## src/rtl/seven_segment_reader.sv

```systemverilog
// rtl/seven_segment_reader.sv - receive-side decoder for a multiplexed seven-segment bus
//
// Watches the seven_segment_data / seven_segment_enable bus, waits until the
// bus has been stable for SETTLE_CYCLES clocks with exactly one digit
// selected, then decodes the segment pattern back to BCD into a 4-digit
// shadow of the display.
//
// Parameters:
//   SETTLE_CYCLES  - clocks the bus must be unchanged before capture (1..255)
//   SEG_ACTIVE_LOW - 1: segment/dp bits are active-low (common anode)
//   EN_ACTIVE_LOW  - 1: digit enable bits are active-low
//
// Ports:
//   clk                  - system clock, rising edge
//   reset                - asynchronous active-low reset
//   seven_segment_data   - {dp, g, f, e, d, c, b, a}
//   seven_segment_enable - digit select, bit i = digit i
//   clear_errors         - one-cycle clear of the sticky error flags
//   digit_value          - {d3, d2, d1, d0} BCD shadow
//   digit_dp             - last captured dp per digit
//   digit_blank          - 1 = last capture for that digit was all segments off
//   capture_valid        - one-cycle strobe per capture
//   capture_idx          - digit index of the current capture
//   capture_digit        - decoded value of the current capture, 4'hF if blank/bad
//   bad_pattern          - sticky: non-BCD, non-blank pattern captured
//   enable_error         - sticky: multi-hot enable held stable
//   glitch_count         - (only with SEG_READER_GLITCH_CNT_EN) saturating count of
//                          settle windows abandoned because the bus changed
//
// Optional feature macro: SEG_READER_GLITCH_CNT_EN

module seven_segment_reader #(
  parameter int SETTLE_CYCLES  = 4,
  parameter bit SEG_ACTIVE_LOW = 1'b1,
  parameter bit EN_ACTIVE_LOW  = 1'b1
) (
  input  logic        clk,
  input  logic        reset,
  input  logic [7:0]  seven_segment_data,
  input  logic [3:0]  seven_segment_enable,
  input  logic        clear_errors,
  output logic [15:0] digit_value,
  output logic [3:0]  digit_dp,
  output logic [3:0]  digit_blank,
  output logic        capture_valid,
  output logic [1:0]  capture_idx,
  output logic [3:0]  capture_digit,
  output logic        bad_pattern,
  output logic        enable_error
`ifdef SEG_READER_GLITCH_CNT_EN
  ,
  output logic [7:0]  glitch_count
`endif
);

  typedef enum logic [1:0] {
    S_IDLE   = 2'd0,
    S_SETTLE = 2'd1,
    S_HELD   = 2'd2
  } state_t;

  localparam logic [7:0] LP_SETTLE    = 8'(SETTLE_CYCLES);
  localparam logic [7:0] LP_SETTLE_M1 = 8'(SETTLE_CYCLES - 1);

  // Normalised bus: 1 = segment lit / digit selected
  logic [7:0]  w_data;
  logic [3:0]  w_en;
  logic [11:0] w_in;

  assign w_data = SEG_ACTIVE_LOW ? ~seven_segment_data : seven_segment_data;
  assign w_en   = EN_ACTIVE_LOW ? ~seven_segment_enable : seven_segment_enable;
  assign w_in   = {w_en, w_data};

  logic [11:0] r_in;
  logic [7:0]  r_cnt;
  state_t      r_state;
  state_t      w_state_nxt;

  logic [15:0] r_digit_value;
  logic [3:0]  r_digit_dp;
  logic [3:0]  r_digit_blank;
  logic        r_capture_valid;
  logic [1:0]  r_capture_idx;
  logic [3:0]  r_capture_digit;
  logic        r_bad_pattern;
  logic        r_enable_error;

  logic        w_change;
  logic        w_en_onehot;
  logic        w_stable_done;
  logic        w_multi_err;
  logic        w_capture;
  logic        w_glitch;
  logic [3:0]  w_dec_val;
  logic        w_dec_ok;
  logic        w_blank;
  logic        w_bad;
  logic [1:0]  w_idx;

  assign w_change    = (w_in != r_in);
  assign w_en_onehot = $onehot(w_en);

  // True on exactly one cycle per stable period: the counter saturates at
  // SETTLE_CYCLES so it passes SETTLE_CYCLES-1 only once.
  assign w_stable_done = !w_change && (r_cnt == LP_SETTLE_M1);
  assign w_multi_err   = w_stable_done && !$onehot0(r_in[11:8]);

  always_ff @(posedge clk or negedge reset) begin
    if (!reset) begin
      r_in    <= '0;
      r_cnt   <= '0;
      r_state <= S_IDLE;
    end else begin
      r_in    <= w_in;
      r_state <= w_state_nxt;
      if (w_change) begin
        r_cnt <= '0;
      end else if (r_cnt != LP_SETTLE) begin
        r_cnt <= r_cnt + 8'd1;
      end
    end
  end

  // In SETTLE the registered enable is always one-hot, so capture needs no
  // extra enable check here.
  always_comb begin
    w_state_nxt = r_state;
    w_capture   = 1'b0;
    w_glitch    = 1'b0;
    case (r_state)
      S_IDLE: begin
        if (w_en_onehot) w_state_nxt = S_SETTLE;
      end
      S_SETTLE: begin
        if (w_change) begin
          w_glitch    = 1'b1;
          w_state_nxt = w_en_onehot ? S_SETTLE : S_IDLE;
        end else if (r_cnt == LP_SETTLE_M1) begin
          w_capture   = 1'b1;
          w_state_nxt = S_HELD;
        end
      end
      S_HELD: begin
        if (w_change) w_state_nxt = w_en_onehot ? S_SETTLE : S_IDLE;
      end
      default: w_state_nxt = S_IDLE;
    endcase
  end

  always_comb begin
    w_dec_val = 4'hF;
    w_dec_ok  = 1'b1;
    case (r_in[6:0])
      7'h3F:   w_dec_val = 4'd0;
      7'h06:   w_dec_val = 4'd1;
      7'h5B:   w_dec_val = 4'd2;
      7'h4F:   w_dec_val = 4'd3;
      7'h66:   w_dec_val = 4'd4;
      7'h6D:   w_dec_val = 4'd5;
      7'h7D:   w_dec_val = 4'd6;
      7'h07:   w_dec_val = 4'd7;
      7'h7F:   w_dec_val = 4'd8;
      7'h6F:   w_dec_val = 4'd9;
      default: w_dec_ok  = 1'b0;
    endcase
  end

  assign w_blank = (r_in[6:0] == 7'h00);
  assign w_bad   = !w_dec_ok && !w_blank;

  always_comb begin
    w_idx = 2'd0;
    case (r_in[11:8])
      4'b0010: w_idx = 2'd1;
      4'b0100: w_idx = 2'd2;
      4'b1000: w_idx = 2'd3;
      default: w_idx = 2'd0;
    endcase
  end

  always_ff @(posedge clk or negedge reset) begin
    if (!reset) begin
      r_digit_value   <= '0;
      r_digit_dp      <= '0;
      r_digit_blank   <= 4'hF;
      r_capture_valid <= 1'b0;
      r_capture_idx   <= '0;
      r_capture_digit <= '0;
      r_bad_pattern   <= 1'b0;
      r_enable_error  <= 1'b0;
    end else begin
      r_capture_valid <= w_capture;
      if (w_capture) begin
        r_capture_idx        <= w_idx;
        r_capture_digit      <= w_dec_val;
        r_digit_dp[w_idx]    <= r_in[7];
        r_digit_blank[w_idx] <= w_blank;
        if (w_dec_ok) r_digit_value[{w_idx, 2'b00} +: 4] <= w_dec_val;
      end
      // Set beats clear when both happen on the same cycle
      r_bad_pattern  <= (r_bad_pattern && !clear_errors) || (w_capture && w_bad);
      r_enable_error <= (r_enable_error && !clear_errors) || w_multi_err;
    end
  end

`ifdef SEG_READER_GLITCH_CNT_EN
  logic [7:0] r_glitch_count;

  always_ff @(posedge clk or negedge reset) begin
    if (!reset) begin
      r_glitch_count <= '0;
    end else if (clear_errors) begin
      r_glitch_count <= w_glitch ? 8'd1 : 8'd0;
    end else if (w_glitch && (r_glitch_count != 8'hFF)) begin
      r_glitch_count <= r_glitch_count + 8'd1;
    end
  end

  assign glitch_count = r_glitch_count;
`endif

  assign digit_value   = r_digit_value;
  assign digit_dp      = r_digit_dp;
  assign digit_blank   = r_digit_blank;
  assign capture_valid = r_capture_valid;
  assign capture_idx   = r_capture_idx;
  assign capture_digit = r_capture_digit;
  assign bad_pattern   = r_bad_pattern;
  assign enable_error  = r_enable_error;

endmodule
```

## config.mk

```make
export PLATFORM = sky130hd
export DESIGN_NAME = seven_segment_reader
export DESIGN_NICKNAME = d
export VERILOG_FILES = /design/src/rtl/seven_segment_reader.sv
export SDC_FILE = /design/constraint.sdc
export NUM_CORES = 1
export LEC_CHECK = 0
export CORE_MARGIN = 2
export CORE_UTILIZATION = 58
export CTS_CLUSTER_DIAMETER = 50
export DETAILED_ROUTE_END_ITERATION = 10
export PLACE_DENSITY = 0.95
export SKIP_CTS_REPAIR_TIMING = 1
export SLEW_MARGIN = 20
export SYNTH_ARGS = -nofsm -noshare
export SYNTH_HDL_FRONTEND = slang
export SYNTH_SLANG_ARGS = --single-unit
```

## constraint.sdc

```tcl
create_clock -name clk -period 3.7 [get_ports clk]
set_clock_uncertainty 0.15 [all_clocks]
set_input_delay 0.74 -clock clk [delete_from_list [all_inputs] [get_ports clk]]
set_output_delay 0.74 -clock clk [all_outputs]
set_load 0.005 [all_outputs]
```

==> results of run 1 <==
==> worst max-delay path: cells and delay by family <==
kind / cells / cell delay [ns]
XOR/XNOR: 1 / 0.13
multiplexers: 1 / 0.34
AO/OA/AOI/OAI: 1 / 0.46
AND/OR/NAND/NOR: 2 / 0.72
buffers and inverters: 1 / 0.56
==> kinds of logic after synthesis <==
logic type,count (synthesis),share of synthesized area (%)
AND/OR/NAND/NOR,86,16.6
flip-flops,55,46.3
buffers and inverters,49,6.87
multiplexers,29,10.9
AO/OA/AOI/OAI,22,7.08
XOR/XNOR,19,5.57
adder cells (fa/ha/maj),15,6.71
==> layer usage <==
metal / part of all wire, % / wire (um) / vias to the layer above
met1: 43 / 2570 / 1034
met5: 0 / 0 / -
li1: - / - / 1010
met4: 3.0 / 183 / 0
met2: 49 / 2930 / 81
met3: 5.3 / 319 / 18
==> synth_stat cells, types with 3 or more instances <==
master and n:
mux2i_1 13, o22ai_1 4, nand4_1 3, and3_1 3, nor3_1 5, nand3b_1 3
nor2_1 16, mux2_4 4, a211oi_4 5, mux2_2 12, ha_1 12, xor2_1 6
buf_2 5, dfrtp_1 51, nor4_1 5, nand3_1 10, xnor2_1 13, dfstp_2 4
inv_1 40, nand2_1 23, a21oi_1 6
==> power breakdown <==
group	switching (W)	internal (W)	leakage, nW	total [W]
clock network	0.000202	0.000223	0.0618	0.000425
logic	0.0000643	0.0000456	0.852	0.000110
registers	0.0000160	0.000609	0.662	0.000626
==> flip-flops by register name (all words and copies together) (netlist names) <==
signal         flops
capture_valid      1
digit_blank        4
digit_dp           4
digit_value       16
enable_error       1
r_in              12
capture_idx        2
r_state            2
r_cnt              8
capture_digit      4
bad_pattern        1
==> metrics by stage <==
step | util (%) | total power, W | hold slack, ns | std cells | worst slack (ns)
2_1_floorplan | - | 0.000701 | 0.294 | 275 | 1.21
3_3_place_gp | 69.4 | 0.000740 | 0.340 | 385 | 0.563
3_5_place_dp | 69.4 | 0.000746 | 0.348 | 385 | 0.482
4_1_cts | 71.8 | 0.00116 | 0.371 | 393 | 0.809
5_1_grt | 71.8 | 0.00120 | 0.392 | 393 | 0.673
6_report | 71.8 | 0.00116 | 0.369 | 393 | 0.808
==> worst paths after layout <==
path,end,start,cells after the start,slack (ns)
setup / recovery,digit_value[3],seven_segment_enable[0],6,0.81
hold / removal,digit_value[15],reset,1,0.37
setup reg to reg,digit_value[3],r_cnt[0],6,0.99
hold reg to reg,capture_idx[0],capture_idx[0],1,0.37
max in group asynchronous,r_in[9],reset,2,2.29
min in group clk,capture_idx[0],capture_idx[0],1,0.37
==> layout by cell type (no fill, tap or decap), types with 6 or more instances in the layout <==
cell type        instances
clkbuf_8                 6
dfrtp_1                 51
nand2_1                 23
clkdlybuf4s50_1         46
nor2_1                  16
ha_1                    12
nand3_1                 10
mux2i_1                 13
mux2_2                  12
xnor2_1                 13
xor2_1                   6
a21oi_1                  6
inv_1                   40
==> cell type report <==
class                      instances  area (um^2)
multi-input combinational        171         1400
clock inverter                     2         38.8
fill                             353         1420
sequential                        55         1380
timing repair buffer              49          480
tap                               70         87.6
inverter                          40          150
clock buffer                       6         82.6
==> impl_metrics.ini, run 1 <==
[final_layout]
syn2layout_area_growth_pct = 21.2
drive_above_1_share_pct = 14.2
n_antenna_cell = 0
fin_nets = 351
fin_area_mm2 = 0.00362

[yosys]
yosys_most_used_dff = dfrtp_1
synth-seq-cells = 55
syn_inst = 275
synth_top_cell_by_area = dfrtp_1
syn_area_mm2 = 0.00299
synth_top_area_share_pct = 42.7
avgSynthCellArea_um2 = 10.9
yosys_warnings = 0
synthesis.nets = 304
synthArstFlopShare_pct = 100
synth_edf_count = 0
synth_area_leaders = dfrtp_1 (43%), ha_1 (5.0%), inv_1 (5.0%)
ys_seq_area_share_pct = 46.3
synth_cell_types = 45

[sta]
slew_headroom_pct = 35.0
fin_tns_setup_ns = 0
fin_crit_ns = 2.89
grt_setup_unrepaired = false
worstMarginPinSlew_ns = 0.966
hold_violations = 0
fin_crit_sh_pct = 78.2
finalSetupViolCount = 0
slew_violations = 0
max_freq_mhz = 346

[setup_path]
crit_type = in -> reg
max_stage_delay_ns = 0.56
cp_data_arrival_time_ns = 2.95
cp_data_required_time_ns = 3.76
worstSetupStartpointType = input pin
crit_chain = clkdlybuf4s50_1, xnor2_1, nor4_2, nand4b_2, a211oi_4, mux2_4
crit_fanout = 5
crit_slowest_cell = clkdlybuf4s50_1
cp-end-kind = flop

[clock_tree]
cts_tree = done
h-tree-depth = 2
cts_sinks = 55
cts.clk_slew.worst_paths_ns = 0.10
cts_max_path_buffers = 2
cts-buffers-inserted = 5
root_buffer = clkbuf_8
clock_latency_ns = 0.32

[placed_design]
gp_routability_congestion = 0.803
post-dp-hpwl_um = 4590
post_dp_cell_area_mm2 = 0.00350
portBuffers = 47

[grt]
overflow = 0
grt_pass1_vias = 2170
grt_max_degree = 41
antenna_found_initial = 0
grt_use_met1_pct = 30.8
grt_usage_pct = 23.3
top_usage_layer = met2
use_met3_pct = 2.91
grtUsageMet2_pct = 38.2
grt_pass1_wl_um = 10000

[floorplan]
start_util_pct = 59.2
rows = 26
dieHeight_um = 75.7
dieArea_mm2 = 0.00574
num_io_pins = 48
core_mm2 = 0.00504
die_x_um = 75.7

[power]
power.density_mw_per_mm2 = 321
peakVddDrop_mv = 0.190
leakage_nw = 1.58

[detailed_routing]
antenna_left = 0
drc_errors = 0
num_vias = 2143
via_per_inst = 5.45
dr.first_iter.drc_count = 147
routed_wl_um = 6000
drtPass1Iterations = 4
wire_per_inst_um = 15.3

[status]
status = complete, no violations

[min_path]
hold_path.class = in -> async

[flow_run]
drv_cap = 0
No activity file was read; power rests on OpenSTA's default activity.
==> inputs of run 2 (changes only) <==
CORE_UTILIZATION = 54   (was 58)
PLACE_DENSITY = 0.89   (was 0.95)
clock period = 3 ns   (was 3.7 ns; I/O delays follow)
==> impl_metrics.ini, run 2 (synthesized netlist as in run 1, its figures left out) <==
[status]
status = complete, no violations

[sta]
finalSetupViolCount = 0
hold_violations = 0
worstMarginPinSlew_ns = 0.649
fin_crit_sh_pct = 82.7
slew_headroom_pct = 56.8
fin_crit_ns = 2.48
grt_setup_unrepaired = false
fin_tns_setup_ns = 0
hold_ws_ns = 0.154
slew_violations = 0
max_freq_mhz = 403

[clock_tree]
clock_latency_ns = 0.31
cts_tree = done
cts.clk_slew.worst_paths_ns = 0.09
cts_sinks = 55
h-tree-depth = 2
root_buffer = clkbuf_8
cts-buffers-inserted = 5
cts_max_path_buffers = 2

[placed_design]
portBuffers = 47
gp_routability_congestion = 0.882
post-dp-hpwl_um = 4390

[detailed_routing]
num_vias = 2128
drc_errors = 0
routed_wl_um = 5640
via_per_inst = 5.29
wire_per_inst_um = 14.0
antenna_left = 0
drtPass1Iterations = 4
dr.first_iter.drc_count = 87

[setup_path]
crit_chain = inv_1, ha_1, mux2i_1, or2_2, inv_1, ha_1, inv_1, a211oi_4, buf_4, mux2i_1
timing.rr.end = digit_value[12]
crit_end = digit_value[12]
ff2ff_setup_slack_ns = 0.52
crit_fanout = 8
crit_slowest_cell = dfrtp_1
rr_worst_depth = 10
cp_data_arrival_time_ns = 2.56
crit_type = reg -> reg
r2r-start = r_in[8]
worstSetupStartpointType = flop
path_common_cell = inv_1
max_stage_delay_ns = 0.44
crit_path_start = r_in[8]
cp-end-kind = flop
cp_data_required_time_ns = 3.08

[grt]
antenna_found_initial = 0
grt_max_degree = 30
overflow = 0
grt_pass1_wl_um = 9600
grt_pass1_vias = 2100
grt_usage_pct = 19.8

[floorplan]
die_x_um = 78.4
core_mm2 = 0.00541
start_util_pct = 55.2
num_io_pins = 48
dieHeight_um = 78.4
rows = 27
dieArea_mm2 = 0.00614

[final_layout]
final_cell_mix = dfrtp_1 (51), clkdlybuf4s50_1 (46), inv_1 (40)
final_util_pct = 67.2
fin_nets = 358
largest_reg_flops = 16
drive_above_1_share_pct = 15.5
n_antenna_cell = 0
syn2layout_area_growth_pct = 21.8
seq_area_mm2 = 0.00138
layout_commonest_cell = dfrtp_1
multi_input_area_mm2 = 0.00140
n_fill_cell = 421

[power]
power.density_mw_per_mm2 = 357
pwr-share-comb_pct = 10.3
cell_internal_pwr_w = 0.000973
leakage_nw = 1.59
pwr-share-seq_pct = 59.3
peakVddDrop_mv = 0.222
switching_power_w = 0.000326
p_sw_share_pct = 25.1
p_clk_share_pct = 30.3

[flow_run]
drv_cap = 0

[min_path]
hold_path.class = in -> async
[run 2: cell types whose count changed in the layout (fill, tap and decap cells not counted)]
cell	change
clkbuf_8	-1
clkinv_2	+1
inv_6	-1
bufinv_16	-1
clkbuf_1	+2
buf_4	+7
[run 2: through the flow]
step           instance area (um^2)  setup WS (ns)  power, W  std cells
4_1_cts                        3630          0.500   0.00131        402
3_5_place_dp                   3550          0.188  0.000920        394
5_1_grt                        3630          0.311   0.00137        402
3_3_place_gp                   3550          0.250  0.000914        394
2_1_floorplan                  2990          0.592  0.000865        275
6_report                       3630          0.518   0.00130        402
[run 2: worst max-delay path, delay by kind of cell (launching register included)]
family | cells | cell delay, ns
compound gates | 1 | 0.19
fa+ha+maj | 2 | 0.41
buf+inv | 4 | 0.61
flops | 1 | 0.44
mux | 2 | 0.26
simple gates | 1 | 0.36
[run 2: power by group through the flow]
stage,Combinational (W),Sequential [W],Clock [W]
after floorplan,0.0000911,0.000774,0
after global placement,0.000131,0.000783,0
after detailed placement,0.000136,0.000785,0
after CTS,0.000136,0.000770,0.000407
after global routing,0.000150,0.000773,0.000442
final,0.000134,0.000771,0.000394
[run 2: worst min path at each step]
stage	from	to	slack [ns]	depth (start not counted)
5_1_grt	reset	digit_value[5]	0.20	1
2_1_floorplan	reset	bad_pattern	0.15	0
3_3_place_gp	digit_value[15]	digit_value[15]	0.36	1
3_5_place_dp	digit_value[11]	digit_value[11]	0.36	1
6_report	reset	digit_value[6]	0.15	1
4_1_cts	reset	digit_value[6]	0.18	1
[run 2: cell type report]
cell class | count | area share [%]
Clock buffer | 7 | 2.10
Clock inverter | 1 | 0.138
Inverter | 40 | 4.13
Multi-Input combinational cell | 171 | 38.5
Sequential cell | 55 | 38.0
Tap cell | 72 | 2.48
Timing Repair Buffer | 56 | 14.7
[run 2: routing by layer]
layer  track usage, %  vias up  wire (um)
li1                 -     1023          -
met1             25.0     1044       2430
met2             34.9       54       2930
met3             3.33        7        206
met4             6.32        0         68
met5                0        -          0
